### src/rtl/cc_line_encoder_pkg.sv
// Shared types, constants and encode helpers for the 12-line active-low encoder.
package cc_line_encoder_pkg;

   localparam int unsigned LINES  = 12;
   localparam int unsigned CODE_W = 4;

   localparam logic [LINES-1:0]  IDLE_PATTERN = 12'hFFF;
   localparam logic [CODE_W-1:0] CODE_NONE    = 4'd0;

   typedef enum logic [1:0] {
      IDLE     = 2'd0,
      DEBOUNCE = 2'd1,
      EMIT     = 2'd2,
      RELEASE  = 2'd3
   } state_t;

   // One accepted key event as presented to the control FSM.
   typedef struct packed {
      logic              multi;
      logic [CODE_W-1:0] code;
   } event_t;

   // Lowest-index low line wins: bit0 -> 1 ... bit11 -> 12, none low -> 0.
   function automatic logic [CODE_W-1:0] prio_encode(input logic [LINES-1:0] s);
      logic [CODE_W-1:0] code;
      code = CODE_NONE;
      for (int i = int'(LINES) - 1; i >= 0; i--) begin
         if (!s[i]) code = CODE_W'(i + 1);
      end
      return code;
   endfunction

   // True when two or more lines are low; clearing the lowest set bit of
   // the active mask leaves something only if a second bit was set.
   function automatic logic multi_low(input logic [LINES-1:0] s);
      logic [LINES-1:0] act;
      act = ~s;
      return (act & (act - LINES'(1))) != '0;
   endfunction

endpackage

### src/rtl/cc_line_sync.sv
// Generic N-bit two-flop synchronizer with a caller-supplied reset value.
module cc_line_sync #(
   parameter int unsigned WIDTH = 1
) (
   input  logic             clk,
   input  logic             rst,
   input  logic [WIDTH-1:0] rst_value,
   input  logic [WIDTH-1:0] d,
   output logic [WIDTH-1:0] q
);

   logic [WIDTH-1:0] meta;

   // Two back-to-back stages; q is d delayed by two edges.
   always_ff @(posedge clk) begin
      if (rst) begin
         meta <= rst_value;
         q    <= rst_value;
      end else begin
         meta <= d;
         q    <= meta;
      end
   end

endmodule

### src/rtl/cc_line_encoder.sv
// Synchronize, debounce and priority-encode 12 active-low lines into one
// code event per press, delivered on a valid/ready handshake.
module cc_line_encoder
   import cc_line_encoder_pkg::*;
#(
   parameter int unsigned DATAWIDTH_ENCODER_LINES = 12,
   parameter int unsigned DATAWIDTH_ENCODER_CODE  = 4,
   parameter int unsigned DEBOUNCE_CYCLES         = 4
) (
   input  logic                               CC_LINE_ENCODER_CLOCK_50,
   input  logic                               CC_LINE_ENCODER_RESET_InHigh,
   input  logic [DATAWIDTH_ENCODER_LINES-1:0] CC_LINE_ENCODER_lines_InBUS,
   input  logic                               CC_LINE_ENCODER_ready_In,
   output logic [DATAWIDTH_ENCODER_CODE-1:0]  CC_LINE_ENCODER_code_OutBUS,
   output logic                               CC_LINE_ENCODER_valid_Out,
   output logic                               CC_LINE_ENCODER_multi_Out
);

   localparam int unsigned         CNT_W    = $clog2(DEBOUNCE_CYCLES + 1);
   localparam logic [CNT_W-1:0]    CNT_LAST = CNT_W'(DEBOUNCE_CYCLES - 1);
   localparam logic [CNT_W-1:0]    CNT_MAX  = CNT_W'(DEBOUNCE_CYCLES);

   logic                               clk;
   logic                               rst;
   logic [DATAWIDTH_ENCODER_LINES-1:0] sync_s;

   state_t                             state_q, state_d;
   logic [CNT_W-1:0]                   cnt_q, cnt_d;
   logic [CNT_W-1:0]                   cnt_inc_c;
   logic [DATAWIDTH_ENCODER_LINES-1:0] ref_q, ref_d;
   event_t                             evt_q, evt_d;
   logic                               valid_q, valid_d;

   assign clk = CC_LINE_ENCODER_CLOCK_50;
   assign rst = CC_LINE_ENCODER_RESET_InHigh;

   cc_line_sync #(
      .WIDTH     (DATAWIDTH_ENCODER_LINES)
   ) u_sync (
      .clk       (clk),
      .rst       (rst),
      .rst_value (IDLE_PATTERN),
      .d         (CC_LINE_ENCODER_lines_InBUS),
      .q         (sync_s)
   );

   // Saturating increment so the counter can never wrap.
   assign cnt_inc_c = (cnt_q == CNT_MAX) ? cnt_q : cnt_q + CNT_W'(1);

   // State and output registers.
   always_ff @(posedge clk) begin
      if (rst) begin
         state_q <= IDLE;
         cnt_q   <= '0;
         ref_q   <= IDLE_PATTERN;
         evt_q   <= '0;
         valid_q <= 1'b0;
      end else begin
         state_q <= state_d;
         cnt_q   <= cnt_d;
         ref_q   <= ref_d;
         evt_q   <= evt_d;
         valid_q <= valid_d;
      end
   end

   // Next-state and next-output logic.
   always_comb begin
      state_d = state_q;
      cnt_d   = cnt_q;
      ref_d   = ref_q;
      evt_d   = evt_q;
      valid_d = valid_q;

      case (state_q)
         IDLE: begin
            if (sync_s != IDLE_PATTERN) begin
               state_d = DEBOUNCE;
               cnt_d   = '0;
               ref_d   = sync_s;
            end
         end

         DEBOUNCE: begin
            if (sync_s == IDLE_PATTERN) begin
               state_d = IDLE;
            end else if (sync_s != ref_q) begin
               ref_d = sync_s;
               cnt_d = '0;
            end else if (cnt_q == CNT_LAST) begin
               evt_d.code  = prio_encode(sync_s);
               evt_d.multi = multi_low(sync_s);
               valid_d     = 1'b1;
               state_d     = EMIT;
            end else begin
               cnt_d = cnt_inc_c;
            end
         end

         EMIT: begin
            // Event is frozen until the consumer takes it.
            if (CC_LINE_ENCODER_ready_In) begin
               state_d = RELEASE;
               valid_d = 1'b0;
               evt_d   = '0;
               cnt_d   = '0;
            end
         end

         RELEASE: begin
            if (sync_s != IDLE_PATTERN) begin
               cnt_d = '0;
            end else if (cnt_q == CNT_LAST) begin
               state_d = IDLE;
            end else begin
               cnt_d = cnt_inc_c;
            end
         end

         default: begin
            state_d = IDLE;
         end
      endcase
   end

   assign CC_LINE_ENCODER_code_OutBUS = evt_q.code;
   assign CC_LINE_ENCODER_multi_Out   = evt_q.multi;
   assign CC_LINE_ENCODER_valid_Out   = valid_q;

endmodule

### config.mk
export PLATFORM = sky130hd
export DESIGN_NAME = cc_line_encoder
export DESIGN_NICKNAME = d
export VERILOG_FILES = /design/src/rtl/cc_line_encoder_pkg.sv /design/src/rtl/cc_line_sync.sv /design/src/rtl/cc_line_encoder.sv
export SDC_FILE = /design/constraint.sdc
export NUM_CORES = 1
export LEC_CHECK = 0
export ABC_AREA = 1
export CAP_MARGIN = 25
export CORE_ASPECT_RATIO = 0.9
export CORE_MARGIN = 2
export CORE_UTILIZATION = 41
export CTS_CLUSTER_DIAMETER = 100
export DETAILED_ROUTE_END_ITERATION = 16
export PLACE_DENSITY_LB_ADDON = 0.05
export SETUP_SLACK_MARGIN = 0.4
export SLEW_MARGIN = 20
export SYNTH_ARGS = -nofsm -noshare
export SYNTH_HDL_FRONTEND = slang
export SYNTH_SLANG_ARGS = --single-unit
### constraint.sdc
create_clock -name CC_LINE_ENCODER_CLOCK_50 -period 1.7 [get_ports CC_LINE_ENCODER_CLOCK_50]
set_input_delay 0.255 -clock CC_LINE_ENCODER_CLOCK_50 [delete_from_list [all_inputs] [get_ports CC_LINE_ENCODER_CLOCK_50]]
set_output_delay 0.255 -clock CC_LINE_ENCODER_CLOCK_50 [all_outputs]
set_load 0.01 [all_outputs]
---- After elaboration in Yosys (flattened, before gate mapping) ----
Cells that the tools add are included.
word-level totals
  input port bits ......................... 15
  register bits ........................... 47
  output and inout port bits .............. 6
  word-level logic and storage cells ...... 80
operators by class
  mux-type cells .......................... 42
  eq/ne operators ......................... 18
  add/subtract/negate cells ............... 2
  bitwise gates (word level) .............. 2
  reduce and logical (&&, ||, !) cells .... 8
operator list
  operator                                                              number
  4-bit two-way mux                                                     12
  12-bit two-way mux                                                    3
  12-bit case mux with 2 select lines                                   1
  3-bit two-way mux                                                     7
  5-bit two-way mux                                                     4
  2-bit != test, second input constant                                  8
  2-bit two-way mux                                                     7
  12-bit bitwise AND                                                    1
  12-bit == test, second input constant                                 1
  12-bit != test                                                        1
  12-bit != test, second input constant                                 1
  12-bit NOT                                                            1
  3-bit case mux with 4 select lines                                    1
  12-bit nonzero test                                                   1
  12-bit by 1-bit subtractor with 12-bit output, second input constant  1
  5-bit case mux with 2 select lines                                    1
  2-bit case mux with 4 select lines                                    1
  3-bit != test, second input constant                                  2
  6-bit AND reduction                                                   1
  5-bit AND reduction                                                   1
  2-bit == test, second input constant                                  2
  1-bit two-way mux                                                     4
  4-bit AND reduction                                                   1
  2-bit nonzero test                                                    2
  other kinds (7)                                                       7

---- Logic depth before layout (Yosys ltp) ----
  depth in word-level cells ............... 16
  depth in mapped cells ................... 12
  mapped depth without buffers ............ 12

---- By module ----
Synthesis repeated with hierarchy kept, for this count alone.
unflattened totals
  cells, all modules ...................... 324
  area total of the unflattened synthesis .. 2235.9 um^2
by module, submodules not included
  module           area an instance (um^2)  instances  cells an instance
  cc_line_encoder  1496.4                   1          236
  cc_line_sync     739.5                    1          88

---- Worst setup path before layout ----
OpenSTA, ideal clock, no wires.
  path type ............................... register to register
  start point ............................. register u_sync.q[7]
  end point ............................... register evt_q, in the netlist CC_LINE_ENCODER_code_OutBUS[2]
  setup time .............................. 0.067 ns
  setup slack ............................. 0.322 ns
  stages on the path, launching flop included .. 9
  arrival ................................. 1.311 ns
  buffers on the path ..................... 0
  path through ............................ dfxtp_1 xnor2_1 nand2_1 nor2_1 nand3_1 nand2_2 nand3_4 or2_1 a21oi_2
between the ends
  word-level cells in the longest chain between the ends .. 12
  elaborated cells on any way between the ends .. 17
RTL lines
  element                             RTL line                   RTL
  from (decl)                         cc_line_sync.sv:9          output logic [WIDTH-1:0] q
  from (signal assigned)              cc_line_sync.sv:18         q <= rst_value;
  from (signal assigned)              cc_line_sync.sv:21         q <= meta;
  4-bit two-way mux (8 in a row)      cc_line_encoder_pkg.sv:28  if (!s[i]) code = CODE_W'(i + 1);
  5-bit two-way mux                   cc_line_encoder.sv:90      end else if (cnt_q == CNT_LAST) begin
  5-bit two-way mux                   cc_line_encoder.sv:87      end else if (sync_s != ref_q) begin
  5-bit two-way mux                   cc_line_encoder.sv:85      if (sync_s == IDLE_PATTERN) begin
  5-bit case mux with 2 select lines  cc_line_encoder.sv:75      case (state_q)
  to (signal assigned)                cc_line_encoder.sv:62      evt_q <= evt_d;
  to (decl)                           cc_line_encoder.sv:31      event_t evt_q, evt_d;
Several ways; a longest one is shown, not always the timed one. The select of a mux whose other input is x is not followed.
A chain may end at the register's enable or synchronous reset.

---- Final worst setup path ----
  start point ............................. register cnt_q[0]
  end point ............................... register evt_q, in the netlist CC_LINE_ENCODER_code_OutBUS[1]
between the ends
  word-level cells in the longest chain between the ends .. 3
RTL lines
  element                                   RTL line               RTL
  from (decl)                               cc_line_encoder.sv:28  logic [CNT_W-1:0] cnt_q, cnt_d;
  from (signal assigned)                    cc_line_encoder.sv:60  cnt_q <= cnt_d;
  3-bit by 2-bit == test with 1-bit output  cc_line_encoder.sv:90
  2-bit != test (no line)                   n/a
  5-bit AND reduction (no line)             n/a
Every way passes these cells.

==> reports/qor.yml <==
status: "completed"
ys_types: 30
die_w_um: 80.4
grtUsageTotal_pct: 15.8
wl_per_cell_um: 12.1
dr.pass1.iters: 4
cts_root_buf: "clkbuf_8"
grt_max_degree: 33
dp_cells: 373
core_area_um2: 5160
critical_path.max_fanout: 5
synth.area.top_cells: "dfxtp_1 (44%), nand2_1 (16%), or2_2 (7.0%)"
cts_buffers: 5
worst_clock_skew_ns: 0.00669
slew_headroom_pct: 71.9
worstMarginPinSlew_ns: 0.421
hold_path.class: "reg2reg"
worstHoldPathCells: 1
syn_avg_cell_area_um2: 7.46
yosysWarnings: 0
dp_hpwl_um: 3120
cts_hold_buf: 0
clk_path_buf_depth: 2
grt_pass1_vias: 1599
clock-sinks: 47
ys_seq_area_share_pct: 43.6
synth_nets: 307
slowest_stage: "dfxtp_2"
cts_max_level: 2
drv_cap: 0
final_core_util_pct: 56.7
grt_setup_unrepaired: "yes"
overflow: 0
clk_latency_ns: 0.31
r2r-start: "cnt_q[0]"
final_cells: 402
synth_top_area_share_pct: 43.6
final_hold_viol_count: 0
hp-start: "u_sync.meta[11]"
syn_inst: 289
crit_start: "cnt_q[0]"
power_mw: 2.66
finalSetupViolations: 0
vias: 1900
setup_ws_ns: 0.216
antenna_left: 0
arrival_ns: 1.73
drive_gt1_share_pct: 36.7
rows: 25
ioPinCount: 21
p_per_area_nw_per_um2: 911
nets: 352
cts.clk_slew.worst_paths_ns: 0.09
crit_chain: "ha_1 > ha_4 > a22o_1 > nand3_4 > buf_12 > nand2_1 > a21oi_2"
slew_violations: 0
cp-end-kind: "flip-flop"
die_y_um: 72.8
grt_first_pass_wirelength_um: 7060
start_util_pct: 41.8
diodes: 0
antenna_found_initial: 0
yosysTopAreaCell: "dfxtp_1"
cp-start-kind: "flip-flop"
reg2reg_depth: 7
synth_area_um2: 2160
port_buffers: 20
first_iter_violations: 89
cts_tree: "yes"
min_period_ns: 1.48
via_per_inst: 4.73
fill_cells: 495
worstPathRequired_ns: 1.95
p_leak_nw: 1.40
tns_ns: 0
syn_to_final_growth_pct: 35.6
drc_errors: 0
dieArea_um2: 5850
gp_congestion: 0.811
post-route-period-util_pct: 87.3
ys_ff_latch: 47
worst-setup-path-type: "reg2reg"
wl_um: 4880
critPathMaxStageDelay_ns: 0.34
max_freq_ghz: 0.674
peakVddDrop_uv: 476
place_ws_ns: 0.145
[cell usage after synthesis (all sizes together)]
| master | n |
|---|---|
| a21oi | 14 |
| o211ai | 12 |
| nor2 | 12 |
| inv | 35 |
| o21ai | 11 |
| clkbuf | 4 |
| xnor2 | 4 |
| o31ai | 1 |
| nor3 | 5 |
| and3 | 1 |
| a31oi | 1 |
| buf | 2 |
| dfxtp | 47 |
| a22o | 1 |
| clkinv | 1 |
| nand3 | 9 |
| ha | 3 |
| nand4 | 4 |
| nand2 | 97 |
| or2 | 25 |
[routing by layer]
metal	track usage (%)	wire (um)	up-vias
met5	0	0	-
met4	6.21	75	0
met3	3.71	124	7
met2	25.0	2220	27
met1	20.8	2460	858
li1	-	-	1008
[placed cells by master, fill, tap and decap left out, drive strengths merged, types with 3 or more instances in the layout]
cell type	Yosys	routed
ha	3	3
xnor2	4	4
nor3	5	5
inv	35	38
nand2	97	97
o211ai	12	12
nand3	9	9
buf	2	23
clkbuf	4	6
nand4	4	4
o21ai	11	11
nor2	12	12
a21oi	14	14
or2	25	25
dlygate4sd2	0	6
dfxtp	47	47
clkdlybuf4s50	0	14
[cells by family after synthesis]
group,after synthesis,share of synthesized area [%]
AND/OR/NAND/NOR,153,33.6
flip-flops,47,43.6
buffers and inverters,42,7.66
AO/OA/AOI/OAI,40,11.7
XOR/XNOR,4,1.62
adder cells (fa/ha/maj),3,1.74
[final cells by class]
| type | count | area, um2 | area share (%) |
|---|---|---|---|
| multi-input combinational | 200 | 1190 | 40.7 |
| sequential | 47 | 986 | 33.7 |
| timing repair buffer | 44 | 419 | 14.3 |
| inverter | 36 | 153 | 5.22 |
| tap | 67 | 83.8 | 2.87 |
| clock buffer | 5 | 68.8 | 2.35 |
| clock inverter | 3 | 22.5 | 0.770 |
[registers in the layout (all words and copies together), names as in the netlist, named ones only]
| signal | cells |
|---|---|
| u_sync.meta | 12 |
| u_sync.q | 12 |
| CC_LINE_ENCODER_code_OutBUS | 4 |
| CC_LINE_ENCODER_multi_Out | 1 |
| cnt_q | 3 |
| state_q | 1 |
| CC_LINE_ENCODER_valid_Out | 1 |
| ref_q | 12 |
[report_power, final]
part / total (mW) / internal, mW / switching (mW)
Sequential: 1.26 / 1.18 / 0.0764
Clock: 0.720 / 0.298 / 0.422
Combinational: 0.684 / 0.316 / 0.368
[through the flow]
| step | area (um2) | hold slack [ns] |
|---|---|---|
| 3_3_place_gp | 2470 | 0.391 |
| 6_report | 2920 | 0.414 |
| 5_1_grt | 2920 | 0.428 |
| 3_5_place_dp | 2470 | 0.393 |
| 4_1_cts | 2710 | 0.417 |
| 2_1_floorplan | 2180 | 0.359 |
[final timing paths]
path / endpoint / slack [ns]
worst max-delay path: CC_LINE_ENCODER_code_OutBUS[1] / 0.22
worst min-delay path: u_sync.q[11] / 0.41
worst max register to register: CC_LINE_ENCODER_code_OutBUS[1] / 0.22
worst min register to register: u_sync.q[11] / 0.41
[what timing repair did]
| action | 4_1_cts | 5_1_grt |
|---|---|---|
| endpoints found under the setup margin | 29 | 23 |
| buffers inserted | 10 | 9 |
| resized for setup | 29 | 36 |
| pin swaps | 10 | 24 |
| endpoints found under the hold margin | 0 | 0 |
| cloned | 0 | 2 |
[critical path: cells and delay by family (launching register included)]
family	cells	cell delay, ns
fa+ha+maj	2	0.40
buf+inv	1	0.11
simple gates	2	0.19
compound gates	2	0.38
flops	1	0.34
Power figures use the tool's default switching activity.
